`src/rtl/fetch_queue_pkg.sv`:
```
`default_nettype none
// +------------------------------------------------------------------+
// | Package     : fetch_queue_pkg                                    |
// | Description : Shared bus widths, opcode constants, fetch FSM     |
// |               states and J-immediate helper for fetch_queue.     |
// | Revision    : 1.0 - initial release                              |
// +------------------------------------------------------------------+
package fetch_queue_pkg;

  localparam int c_inst_w = 32;   // instruction bus width
  localparam int c_addr_w = 32;   // instruction address bus width

  localparam logic [c_addr_w-1:0] c_pc_step   = 32'd4;  // sequential PC increment
  localparam logic [c_addr_w-1:0] c_addr_free = 32'h0;  // idle address value
  localparam logic [c_inst_w-1:0] c_data_free = 32'h0;  // idle data value
  localparam logic [6:0]          c_op_jal    = 7'b1101111;

  typedef enum logic [1:0] {
    ST_FREE   = 2'd0,   // just out of reset
    ST_WORK   = 2'd1,   // requesting / awaiting fetch data
    ST_WAIT_J = 2'd2    // jump fetched, target not yet resolved
  } fetch_state_t;

  // Sign-extended J-type offset from instruction bits [31:12].
  function automatic logic [c_addr_w-1:0] jal_offset(input logic [19:0] f);
    return {{11{f[19]}}, f[19], f[7:0], f[8], f[18:9], 1'b0};
  endfunction

endpackage
`default_nettype wire

```
`src/rtl/fetch_fifo.sv`:
```
`default_nettype none
// +------------------------------------------------------------------+
// | Module      : fetch_fifo                                         |
// | Description : Generic synchronous FIFO with push/pop/flush,      |
// |               occupancy count and combinational head data.       |
// | Revision    : 1.0 - initial release                              |
// +------------------------------------------------------------------+
module fetch_fifo #(
  parameter int WIDTH = 64,
  parameter int DEPTH = 4
) (
  input  logic                     clk,
  input  logic                     rst,
  input  logic                     push,
  input  logic                     pop,
  input  logic                     flush,
  input  logic [WIDTH-1:0]         din,
  output logic [WIDTH-1:0]         dout,
  output logic [$clog2(DEPTH):0]   count,
  output logic                     empty
);

  localparam int c_ptr_w = $clog2(DEPTH);

  logic [WIDTH-1:0]   r_mem [DEPTH];
  logic [c_ptr_w-1:0] r_wr_ptr;
  logic [c_ptr_w-1:0] r_rd_ptr;
  logic [c_ptr_w:0]   r_count;
  logic               w_full;
  logic               w_do_push;
  logic               w_do_pop;

  assign empty     = (r_count == '0);
  assign w_full    = (r_count == (c_ptr_w+1)'(DEPTH));
  assign w_do_pop  = pop & ~empty;
  // A pop in the same cycle frees the slot, so a full FIFO may still accept.
  assign w_do_push = push & (~w_full | w_do_pop);
  assign dout      = r_mem[r_rd_ptr];
  assign count     = r_count;

  // Pointer and occupancy bookkeeping; pointers wrap naturally at DEPTH.
  always_ff @(posedge clk) begin
    if (rst || flush) begin
      r_wr_ptr <= '0;
      r_rd_ptr <= '0;
      r_count  <= '0;
    end else begin
      if (w_do_push) r_wr_ptr <= r_wr_ptr + c_ptr_w'(1);
      if (w_do_pop)  r_rd_ptr <= r_rd_ptr + c_ptr_w'(1);
      case ({w_do_push, w_do_pop})
        2'b10:   r_count <= r_count + (c_ptr_w+1)'(1);
        2'b01:   r_count <= r_count - (c_ptr_w+1)'(1);
        default: r_count <= r_count;
      endcase
    end
  end

  // Entry storage; contents are don't-care until written, so no reset.
  always_ff @(posedge clk) begin
    if (w_do_push && !flush) r_mem[r_wr_ptr] <= din;
  end

  // A push into a full FIFO without a freeing pop would lose an entry.
  a_no_overflow: assert property (@(posedge clk) disable iff (rst)
    !(push && w_full && !pop && !flush));

endmodule
`default_nettype wire

```
`src/rtl/fetch_queue.sv`:
```
`default_nettype none
// +------------------------------------------------------------------+
// | Module      : fetch_queue                                        |
// | Description : Instruction-fetch front end with a DEPTH-entry     |
// |               prefetch queue, jump hold (WAIT_J) and mispredict  |
// |               flush/redirect.                                    |
// |               Optional macro FETCH_JAL_PREDECODE_EN: redirect    |
// |               on JAL immediately instead of waiting for enJump.  |
// | Revision    : 1.0 - initial release                              |
// +------------------------------------------------------------------+
module fetch_queue
  import fetch_queue_pkg::*;
#(
  parameter int                   DEPTH    = 4,
  parameter logic [c_addr_w-1:0]  RESET_PC = 32'h0
) (
  input  logic                 clk,
  input  logic                 rst,
  input  logic                 stall,
  output logic                 DecEn,
  output logic [c_addr_w-1:0]  DecPC,
  output logic [c_inst_w-1:0]  DecInst,
  output logic                 instEn,
  output logic [c_addr_w-1:0]  instAddr,
  input  logic                 hit,
  input  logic [c_inst_w-1:0]  cacheInst,
  input  logic                 memInstOutEn,
  input  logic [c_inst_w-1:0]  memInst,
  input  logic                 enJump,
  input  logic [c_addr_w-1:0]  JumpAddr,
  input  logic                 misTaken,
  input  logic [c_addr_w-1:0]  BranchAddr,
  output logic                 instDiscard
);

`ifdef FETCH_JAL_PREDECODE_EN
  localparam bit c_jal_predecode = 1'b1;
`else
  localparam bit c_jal_predecode = 1'b0;
`endif

  localparam int c_cnt_w = $clog2(DEPTH) + 1;
  localparam int c_ent_w = c_addr_w + c_inst_w;

  fetch_state_t          r_state;
  fetch_state_t          w_state_nx;
  logic [c_addr_w-1:0]   r_inst_addr;
  logic [c_addr_w-1:0]   w_inst_addr_nx;
  logic                  r_inst_en;
  logic                  w_inst_en_nx;
  logic                  r_discard;
  logic                  w_discard_nx;
  logic [c_addr_w-1:0]   r_last_pc;
  logic [c_inst_w-1:0]   r_last_inst;

  logic                  w_outstanding;
  logic                  w_resp;
  logic [c_inst_w-1:0]   w_resp_inst;
  logic                  w_is_jump;
  logic                  w_is_jal;
  logic                  w_deq;
  logic                  w_room;
  logic [c_ent_w-1:0]    w_head;
  logic [c_cnt_w-1:0]    w_count;
  logic [c_cnt_w:0]      w_proj;
  logic                  w_empty;

  // A request is outstanding only while fetching with instEn raised.
  assign w_outstanding = (r_state == ST_WORK) & r_inst_en;
  // Responses in a mispredict cycle belong to the wrong path and are dropped.
  assign w_resp        = w_outstanding & (hit | memInstOutEn) & ~misTaken;
  assign w_resp_inst   = hit ? cacheInst : memInst;
  assign w_is_jump     = w_resp_inst[6] & w_resp_inst[2];
  assign w_is_jal      = c_jal_predecode & (w_resp_inst[6:0] == c_op_jal);

  assign w_deq         = ~w_empty & ~stall & ~misTaken;
  // Projected occupancy after this edge decides whether another request fits.
  assign w_proj        = {1'b0, w_count} + (c_cnt_w+1)'(w_resp) - (c_cnt_w+1)'(w_deq);
  assign w_room        = (w_proj < (c_cnt_w+1)'(DEPTH));

  fetch_fifo #(
    .WIDTH (c_ent_w),
    .DEPTH (DEPTH)
  ) u_fifo (
    .clk   (clk),
    .rst   (rst),
    .push  (w_resp),
    .pop   (w_deq),
    .flush (misTaken),
    .din   ({r_inst_addr, w_resp_inst}),
    .dout  (w_head),
    .count (w_count),
    .empty (w_empty)
  );

  assign DecEn       = w_deq;
  assign DecPC       = w_empty ? r_last_pc   : w_head[c_ent_w-1:c_inst_w];
  assign DecInst     = w_empty ? r_last_inst : w_head[c_inst_w-1:0];
  assign instEn      = r_inst_en;
  assign instAddr    = r_inst_addr;
  assign instDiscard = r_discard;

  // Fetch control registers.
  always_ff @(posedge clk) begin
    if (rst) begin
      r_state     <= ST_FREE;
      r_inst_addr <= RESET_PC;
      r_inst_en   <= 1'b0;
      r_discard   <= 1'b0;
    end else begin
      r_state     <= w_state_nx;
      r_inst_addr <= w_inst_addr_nx;
      r_inst_en   <= w_inst_en_nx;
      r_discard   <= w_discard_nx;
    end
  end

  // Remember the last head so decoder outputs hold while the queue is empty.
  always_ff @(posedge clk) begin
    if (rst) begin
      r_last_pc   <= c_addr_free;
      r_last_inst <= c_data_free;
    end else if (!w_empty) begin
      r_last_pc   <= w_head[c_ent_w-1:c_inst_w];
      r_last_inst <= w_head[c_inst_w-1:0];
    end
  end

  // Next-state, next fetch address and request/discard decisions.
  always_comb begin
    w_state_nx     = r_state;
    w_inst_addr_nx = r_inst_addr;
    w_inst_en_nx   = (r_state == ST_WORK) & w_room;
    w_discard_nx   = 1'b0;

    case (r_state)
      ST_FREE: begin
        w_state_nx = ST_WORK;
      end
      ST_WORK: begin
        if (w_resp) begin
          if (w_is_jump && !w_is_jal) begin
            w_state_nx   = ST_WAIT_J;
            w_inst_en_nx = 1'b0;
          end else if (w_is_jal) begin
            w_inst_addr_nx = r_inst_addr + jal_offset(w_resp_inst[31:12]);
          end else begin
            w_inst_addr_nx = r_inst_addr + c_pc_step;
          end
        end
      end
      ST_WAIT_J: begin
        if (enJump) begin
          w_inst_addr_nx = JumpAddr;
          w_state_nx     = ST_WORK;
        end
      end
      default: begin
        w_state_nx = ST_FREE;
      end
    endcase

    // Mispredict overrides everything except reset.
    if (misTaken) begin
      w_state_nx     = ST_WORK;
      w_inst_addr_nx = BranchAddr;
      w_inst_en_nx   = 1'b1;
      w_discard_nx   = w_outstanding & ~(hit | memInstOutEn);
    end
  end

endmodule
`default_nettype wire

```
`config.mk`:
```
export PLATFORM = sky130hd
export DESIGN_NAME = fetch_queue
export DESIGN_NICKNAME = d
export VERILOG_FILES = /design/src/rtl/fetch_queue_pkg.sv /design/src/rtl/fetch_fifo.sv /design/src/rtl/fetch_queue.sv
export SDC_FILE = /design/constraint.sdc
export NUM_CORES = 1
export LEC_CHECK = 0
export ABC_AREA = 1
export ABC_CLOCK_PERIOD_IN_PS = 8050
export CAP_MARGIN = 20
export CORE_UTILIZATION = 30
export DETAILED_ROUTE_END_ITERATION = 12
export GPL_ROUTABILITY_DRIVEN = 0
export HOLD_SLACK_MARGIN = 0.15
export PLACE_DENSITY = 0.45
export SETUP_SLACK_MARGIN = 0.5
export SLEW_MARGIN = 40
export SYNTH_ARGS = -nofsm -noshare
export SYNTH_HDL_FRONTEND = slang
export SYNTH_SLANG_ARGS = --single-unit
```
`constraint.sdc`:
```
create_clock -name clk -period 8.05 [get_ports clk]
set_clock_uncertainty 0.15 [all_clocks]
set_input_delay 1.61 -clock clk [delete_from_list [all_inputs] [get_ports clk]]
set_output_delay 1.61 -clock clk [all_outputs]
set_load 0.01 [all_outputs]
```
==> results by group <==
Worst setup path
  – Top delay family on crit path: buffers and inverters
  – CP arrival: 3.52 ns
  – Crit Path Class: register to primary output
  – Crit path buffers/inverters: 2
  – Slowest-stage cell, CP: dfxtp_4
  – Nature of the critical path endpoint: primary output
  – Critical path's largest stage delay: about 0.8 ns
  – Reg2reg path depth: 8
  – Max FO, Critical Path: 67
  – Startpoint types: register
  – Req. time, crit path: 6.29 ns
  – R2R Path Start: u_fifo.count[2]
  – R2r setup slk: 3.90 ns
  – Worst-path cell chain: buf_4, nor2_1, o32ai_1, nand2_1, nand2_1, clkdlybuf4s50_1
  – Worst R2R End: u_fifo.r_mem[3][8]
  – CP most frequent cell: nand2_1

Clocking
  – CTS HTree Levels: 2
  – Num CTS Buffers: 43
  – Clk sink count: 365
  – CTS tree: done
  – Clock-pin slew on the worst setup and hold paths: about 0.060 ns
  – Cts-stage hold buffer count: 0
  – CTS root buf: clkbuf_16
  – Max clock buf depth: 3
  – Postcts setup bufs: 0
  – Post_cts resized: 0
  – Worst-Skew Late Latency: between 0.5 and 0.6 ns

Synth
  – Area leader, netlist: edfxtp_1
  – Synth Cell Area: 16000 µm²
  – Netlist cell types: 33
  – Top-count cell post-synth: nand2_1
  – Synthesized flop and latch total: 365
  – Post-synth EDFFs: 256
  – Synth Flop Type: edfxtp_1
  – Syn avg cell area: 9.40 µm²
  – Synth top area share: 0.481
  – Yosys Warn Count: 0
  – Top cells by area, synth: edfxtp_1, dfxtp_1, nand2_1
  – Register area share after synthesis: 0.617
  – Synth cell count leaders: nand2_1, nor2_1, edfxtp_1
  – Post-synth ARST share: 0
  – Post-synthesis cell count: around 1700
  – Mapped Nets: between 1500 and 2000

Global routing
  – First-pass GRT wire length: between 60000 and 70000 µm
  – Pin count of the biggest net entering global routing: 81
  – Initial antenna violation count: 0
  – GRT Overall Usage: 0.170
  – Vias in the first global route: 11800
  – GRT overflow: 0

Timing
  – Measured slew at the worst slew-check pin: 0.821 ns
  – Setup violators final: 0
  – Fin crit share: 0.656
  – Worst setup margin: 2.77 ns
  – Max-slew headroom: 0.453
  – Setup_tns: 0 ns
  – WHS: ~0.32 ns
  – RSZ-0062 raised after global routing: false
  – Slew Limit Fails: 0
  – Final-report hold violation count: 0
  – Fmax: 189 MHz
  – Min Tclk post-route: 5.28 ns

Final layout
  – Register area: 9880 µm²
  – Final Cell Area: 20100 µm²
  – Fill cells: 5248
  – Area grow syn2layout: 25.8%
  – Nets: around 2000
  – Layout cells sized above 1: 0.0629
  – Total inserted antenna cells: 0
  – Area of the multi-input gates: 5220 µm²
  – Layout Cells excl Fill: 2597

Floorplanning
  – I/O Pins: approximately 230
  – Die Width: 233 µm
  – Row count: 84
  – Die area: 54200 µm²
  – Die height: 233 µm
  – Core area: roughly 53000 µm²
  – Starting Density: 0.304

Hold path
  – Hold depth: 2
  – HP Start: r_last_inst[8]
  – Hold EP: r_last_inst[8]
  – Hold Crit Class: register to register

Detailed routing
  – Routed Antenna Nets: 0
  – Drt drc: 0
  – DRT iter0 DRCs: roughly 700
  – Wire per inst: 17.8 µm
  – Vias per Instance: ~4.7
  – Final WL: 46200 µm
  – Pre-antenna DRT Iters: 5
  – Vias: 12200

Placed design
  – Pre-CTS setup slack: between 3 and 4 ns
  – I/O Buffers: between 200 and 250
  – Hpwl dp: 29600 µm
  – Placed Area: 18700 µm²
  – Dpl cells: 2517

Power
  – Worst IR Drop VDD: 154 µV
  – Pleak: 7.37 nW
  – Cell Pwr Density: 216 nW/µm²

Status
  – Status: complete, no violations

Run
  – Max_cap viols: 0
[layout by cell type, fill, tap and decap left out, types with 43 or more instances in the layout]
| cell type | count |
|---|---|
| o32ai_1 | 64 |
| inv_1 | 58 |
| dfxtp_1 | 107 |
| nand3_1 | 49 |
| nand2_1 | 495 |
| nor2_1 | 294 |
| o21ai_0 | 79 |
| a21oi_1 | 104 |
| clkdlybuf4s50_1 | 231 |
| clkbuf_16 | 43 |
| edfxtp_1 | 256 |
[worst reg2reg max path: cells and delay by family (launching register included)]
| kind | cells | cell delay [ns] |
|---|---|---|
| flops | 1 | 0.40 |
| buf+inv | 3 | 1.51 |
| simple gates | 4 | 1.49 |
| compound gates | 1 | 0.21 |
[final cells by class]
type                            instances  area share
Clock buffer                           64      0.0614
Multi-Input combinational cell       1146       0.259
Tap cell                              688      0.0428
Sequential cell                       365       0.491
Clock inverter                         16     0.00728
Inverter                               67      0.0129
Timing Repair Buffer                  251       0.125
[power by group]
group | leakage (nW) | internal (mW) | switching [mW]
Clock | 0.668 | 1.10 | 0.793
Combinational | 3.47 | 0.164 | 0.182
Sequential | 3.23 | 2.05 | 0.0535
[per-stage QoR]
step	utilization	power, mW
after floorplan	-	2.30
after CTS	0.382	4.41
after global routing	0.382	4.51
after detailed placement	0.356	2.50
final	0.382	4.35
after global placement	0.354	2.49
[worst max-delay path by stage]
stage | end | slack [ns] | depth (start not counted)
6_report | DecPC[7] | 2.77 | 6
5_1_grt | DecPC[7] | 2.51 | 6
4_1_cts | DecPC[27] | 2.50 | 7
3_5_place_dp | DecPC[27] | 3.14 | 7
3_3_place_gp | DecEn | 3.15 | 3
2_1_floorplan | u_fifo.r_mem[0][0] | 2.48 | 6
[flip-flops by register name (all words and copies together) (netlist names), named ones only]
signal / count
instEn: 1
r_state: 2
u_fifo.r_rd_ptr: 2
u_fifo.r_wr_ptr: 2
r_last_inst: 32
u_fifo.count: 3
r_last_pc: 32
instAddr: 32
u_fifo.r_mem: 256
instDiscard: 1
[cell families (layout without fill, tap and decap cells)]
| logic type | after synthesis | count (layout) | share of synthesized area |
|---|---|---|---|
| adder cells (fa/ha/maj) | 9 | 9 | 0.00751 |
| AO/OA/AOI/OAI | 265 | 265 | 0.101 |
| flip-flops | 365 | 365 | 0.617 |
| XOR/XNOR | 9 | 9 | 0.00493 |
| buffers and inverters | 190 | 398 | 0.0590 |
| AND/OR/NAND/NOR | 863 | 863 | 0.211 |
[layer usage]
metal / global-route usage / wire (µm) / up-vias
met5: 0 / 0 / -
met4: 0.0502 / 940 / 0
met3: 0.0248 / 1910 / 57
met2: 0.285 / 22300 / 261
met1: 0.226 / 21100 / 5804
li1: - / - / 6056
(Power assumes the default switching activity.)
==> patch, RTL diff (same flow settings) <==
`DEPTH` is set to 4 in 2 places; all go to 2.
--- a/src/rtl/fetch_fifo.sv
+++ b/src/rtl/fetch_fifo.sv
@@ -8,5 +8,5 @@
 module fetch_fifo #(
   parameter int WIDTH = 64,
-  parameter int DEPTH = 4
+  parameter int DEPTH = 2
 ) (
   input  logic                     clk,
--- a/src/rtl/fetch_queue.sv
+++ b/src/rtl/fetch_queue.sv
@@ -12,5 +12,5 @@
   import fetch_queue_pkg::*;
 #(
-  parameter int                   DEPTH    = 4,
+  parameter int                   DEPTH    = 2,
   parameter logic [c_addr_w-1:0]  RESET_PC = 32'h0
 ) (
Function: changed (Yosys sat finds a counterexample within 4 cycles, from zero or initial values and one cycle with rst high).
==> patch against the original RTL <==
Cell area is 29% lower; first-iteration DRC count is 44% lower; final cell count is 26% lower; routed wire length is 28% lower; total power is 34% lower; global-route usage is 0.72 points higher; worst setup slack worse by 0.089 ns; non-clock buffer count is 2 lower; area after synthesis is 32% lower; sequential cell count is 132 lower; count of clock-buffer cells in the layout is 28 lower; highest routed layer unchanged.
==> patch: results (changes against the original RTL) <==
power:
  switchingPower_w: 0.000677  # was 0.00103 W
  power.leakage_nw: 5.61  # was 7.37 nW
  vdd_drop_max_mv: 0.136  # was 0.154 mV
critical_path:
  cp.arrival_ns: 3.61  # was 3.52 ns
  cp_max_fo: 15  # was 67
  slowest_stage: "clkdlybuf4s50_1"  # was dfxtp_4
  cp_top_family: "buffers and inverters"  # unchanged
  r2r_slack_ns: 5.04  # was 3.90 ns
  max_stage_delay_ns: 0.80
timing:
  slew_headroom_pct: 43.7  # was 45.3%
logic_synthesis:
  synthFlopType: "edfxtp_1"  # unchanged
  synthTopCellsByArea: "edfxtp_1 (35%), dfxtp_1 (19%), nand2_1 (12%), a21oi_1 (7.3%), and2_1 (3.9%)"  # was edfxtp_1 (48%), dfxtp_1 (14%), nand2_1 (12%), nor2_1 (7.0%), o32ai_1 (3.5%)
  postSynthCellCount: 1258  # was 1,701
  synthDistinctLibCells: 37  # was 33
  synthTopCellsByCount: "nand2_1 (356), a21oi_1 (159), edfxtp_1 (128)"  # was nand2_1 (496), nor2_1 (298), edfxtp_1 (256)
  syn_nets: 1396  # was 1,845
  synth-seq-area-share_pct: 54.8  # was 61.7%
  synth_edf_count: 128  # was 256
routing:
  vias_per_cell: 4.61  # was 4.69
  dr_total_vias: 8844  # was 12.2k
  dr.pass1.iters: 5  # unchanged
  drt_iter0_markers: 401  # was 715
  avgRoutedWirePerCell_microns: 17.4  # was 17.8 microns
placed_design:
  dp_cells: 1866  # was 2,517
  dpl_cell_area_sq_um: 13400  # was 18,700 sq um
  dp_hpwl_microns: 21700  # was 29,600 microns
clock_network:
  htreeDepth: 1  # was 2
  clk_pin_slew_ns: 0.06  # about the same
  numCtsBuffers: 28  # was 43
  clk_latency_ns: 0.55  # was 0.57 ns
  root_buffer: "clkbuf_16"  # unchanged
  cts-resized-gates: 0  # unchanged
  cts_setup_buffers: 0  # unchanged
cells_and_area:
  final_nets: 1573  # was 2,018
  layout-drive-gt1-share_pct: 8.10  # was 6.29%
  largest_register_ffs: 128  # was 256
  fillCellCount: 3626  # was 5,248
global_routing:
  grt_start_max_net_pins: 70  # was 81
  grtUsageTotal_pct: 17.7  # was 17.0%
  grt_overflow: 0  # unchanged
  grt_pass1_wl_microns: 50000  # was 70,000 microns
  grt_pass1_vias: 8424  # was 11.8k
  antenna_found_initial: 0  # unchanged
status:
  status: "finished clean"  # unchanged
[patch: cell types whose count changed in the layout (fill, tap and decap cells not counted), moves of 12 or more]
cell       before  now
o21ai_0        79   17
a21oi_1       104  159
nor3_1          0   64
nand2_1       495  356
nand3_1        49   37
edfxtp_1      256  128
clkbuf_16      43   29
and2_1          2   67
o32ai_1        64    0
nor2_1        294   67
[patch: area by class of cell]
type / count / area, sq um / share of cell area [%]
Inverter: 66 / 251 / 1.75
Sequential cell: 233 / 5950 / 41.5
Tap cell: 461 / 577 / 4.02
Timing Repair Buffer: 249 / 2560 / 17.8
Multi-Input combinational cell: 857 / 4100 / 28.6
Clock inverter: 16 / 124 / 0.864
Clock buffer: 36 / 772 / 5.38
[patch: power by group through the flow]
stage                     clock (W)  combinational (W)  sequential [W]
after floorplan                   0           0.000160         0.00134
after global placement            0           0.000307         0.00136
after detailed placement          0           0.000313         0.00136
after CTS                   0.00126           0.000315         0.00133
after global routing        0.00131           0.000342         0.00134
final                       0.00122           0.000309         0.00133
[patch: per-stage QoR]
stage | total power, W | utilization, % | setup WS, ns | hold slack [ns]
floorplan | 0.00150 | - | 2.55 | 0.297
global placement | 0.00167 | 37.3 | 2.70 | 0.311
detailed placement | 0.00167 | 37.8 | 2.64 | 0.313
CTS | 0.00290 | 40.3 | 2.65 | 0.322
global route | 0.00299 | 40.3 | 2.60 | 0.366
finish | 0.00286 | 40.3 | 2.68 | 0.317
[patch: final timing paths]
check	to	from	cells after the start
hold / removal	flop	u_fifo.r_rd_ptr$_SDFFE_PP0P_	2
setup reg to reg	instEn$_SDFF_PP0_	u_fifo.count[1]$_SDFFE_PP0P_	10
setup / recovery	DecEn	misTaken	4
hold reg to reg	flop	u_fifo.r_rd_ptr$_SDFFE_PP0P_	2
[patch: cell families (layout without fill, tap and decap cells)]
| group | count (synthesis) | after routing | synth area share, % |
|---|---|---|---|
| AO/OA/AOI/OAI | 209 | 209 | 10.2 |
| XOR/XNOR | 6 | 6 | 0.484 |
| adder cells (fa/ha/maj) | 3 | 3 | 0.415 |
| buffers and inverters | 168 | 367 | 7.58 |
| flip-flops | 233 | 233 | 54.8 |
| AND/OR/NAND/NOR | 639 | 639 | 26.5 |
[patch: worst register-to-register path, stage by stage, from the launching register on]
cell and delay [ns]:
dfxtp_4 0.63, buf_12 0.30, nor2_4 0.10, buf_16 0.17, nor2_4 0.20, ha_1 0.26, or2_2 0.30, fa_1 0.38
xnor2_1 0.15, nand4_1 0.09, o21ai_0 0.19
[patch: routing by layer]
metal  up-vias  GRT usage, %  wire (microns)
met5         -             0               0
met3        34          3.12            1970
li1       4476             -               -
met2       252          29.1           15400
met1      4082          24.4           15600
met4         0          3.48             414
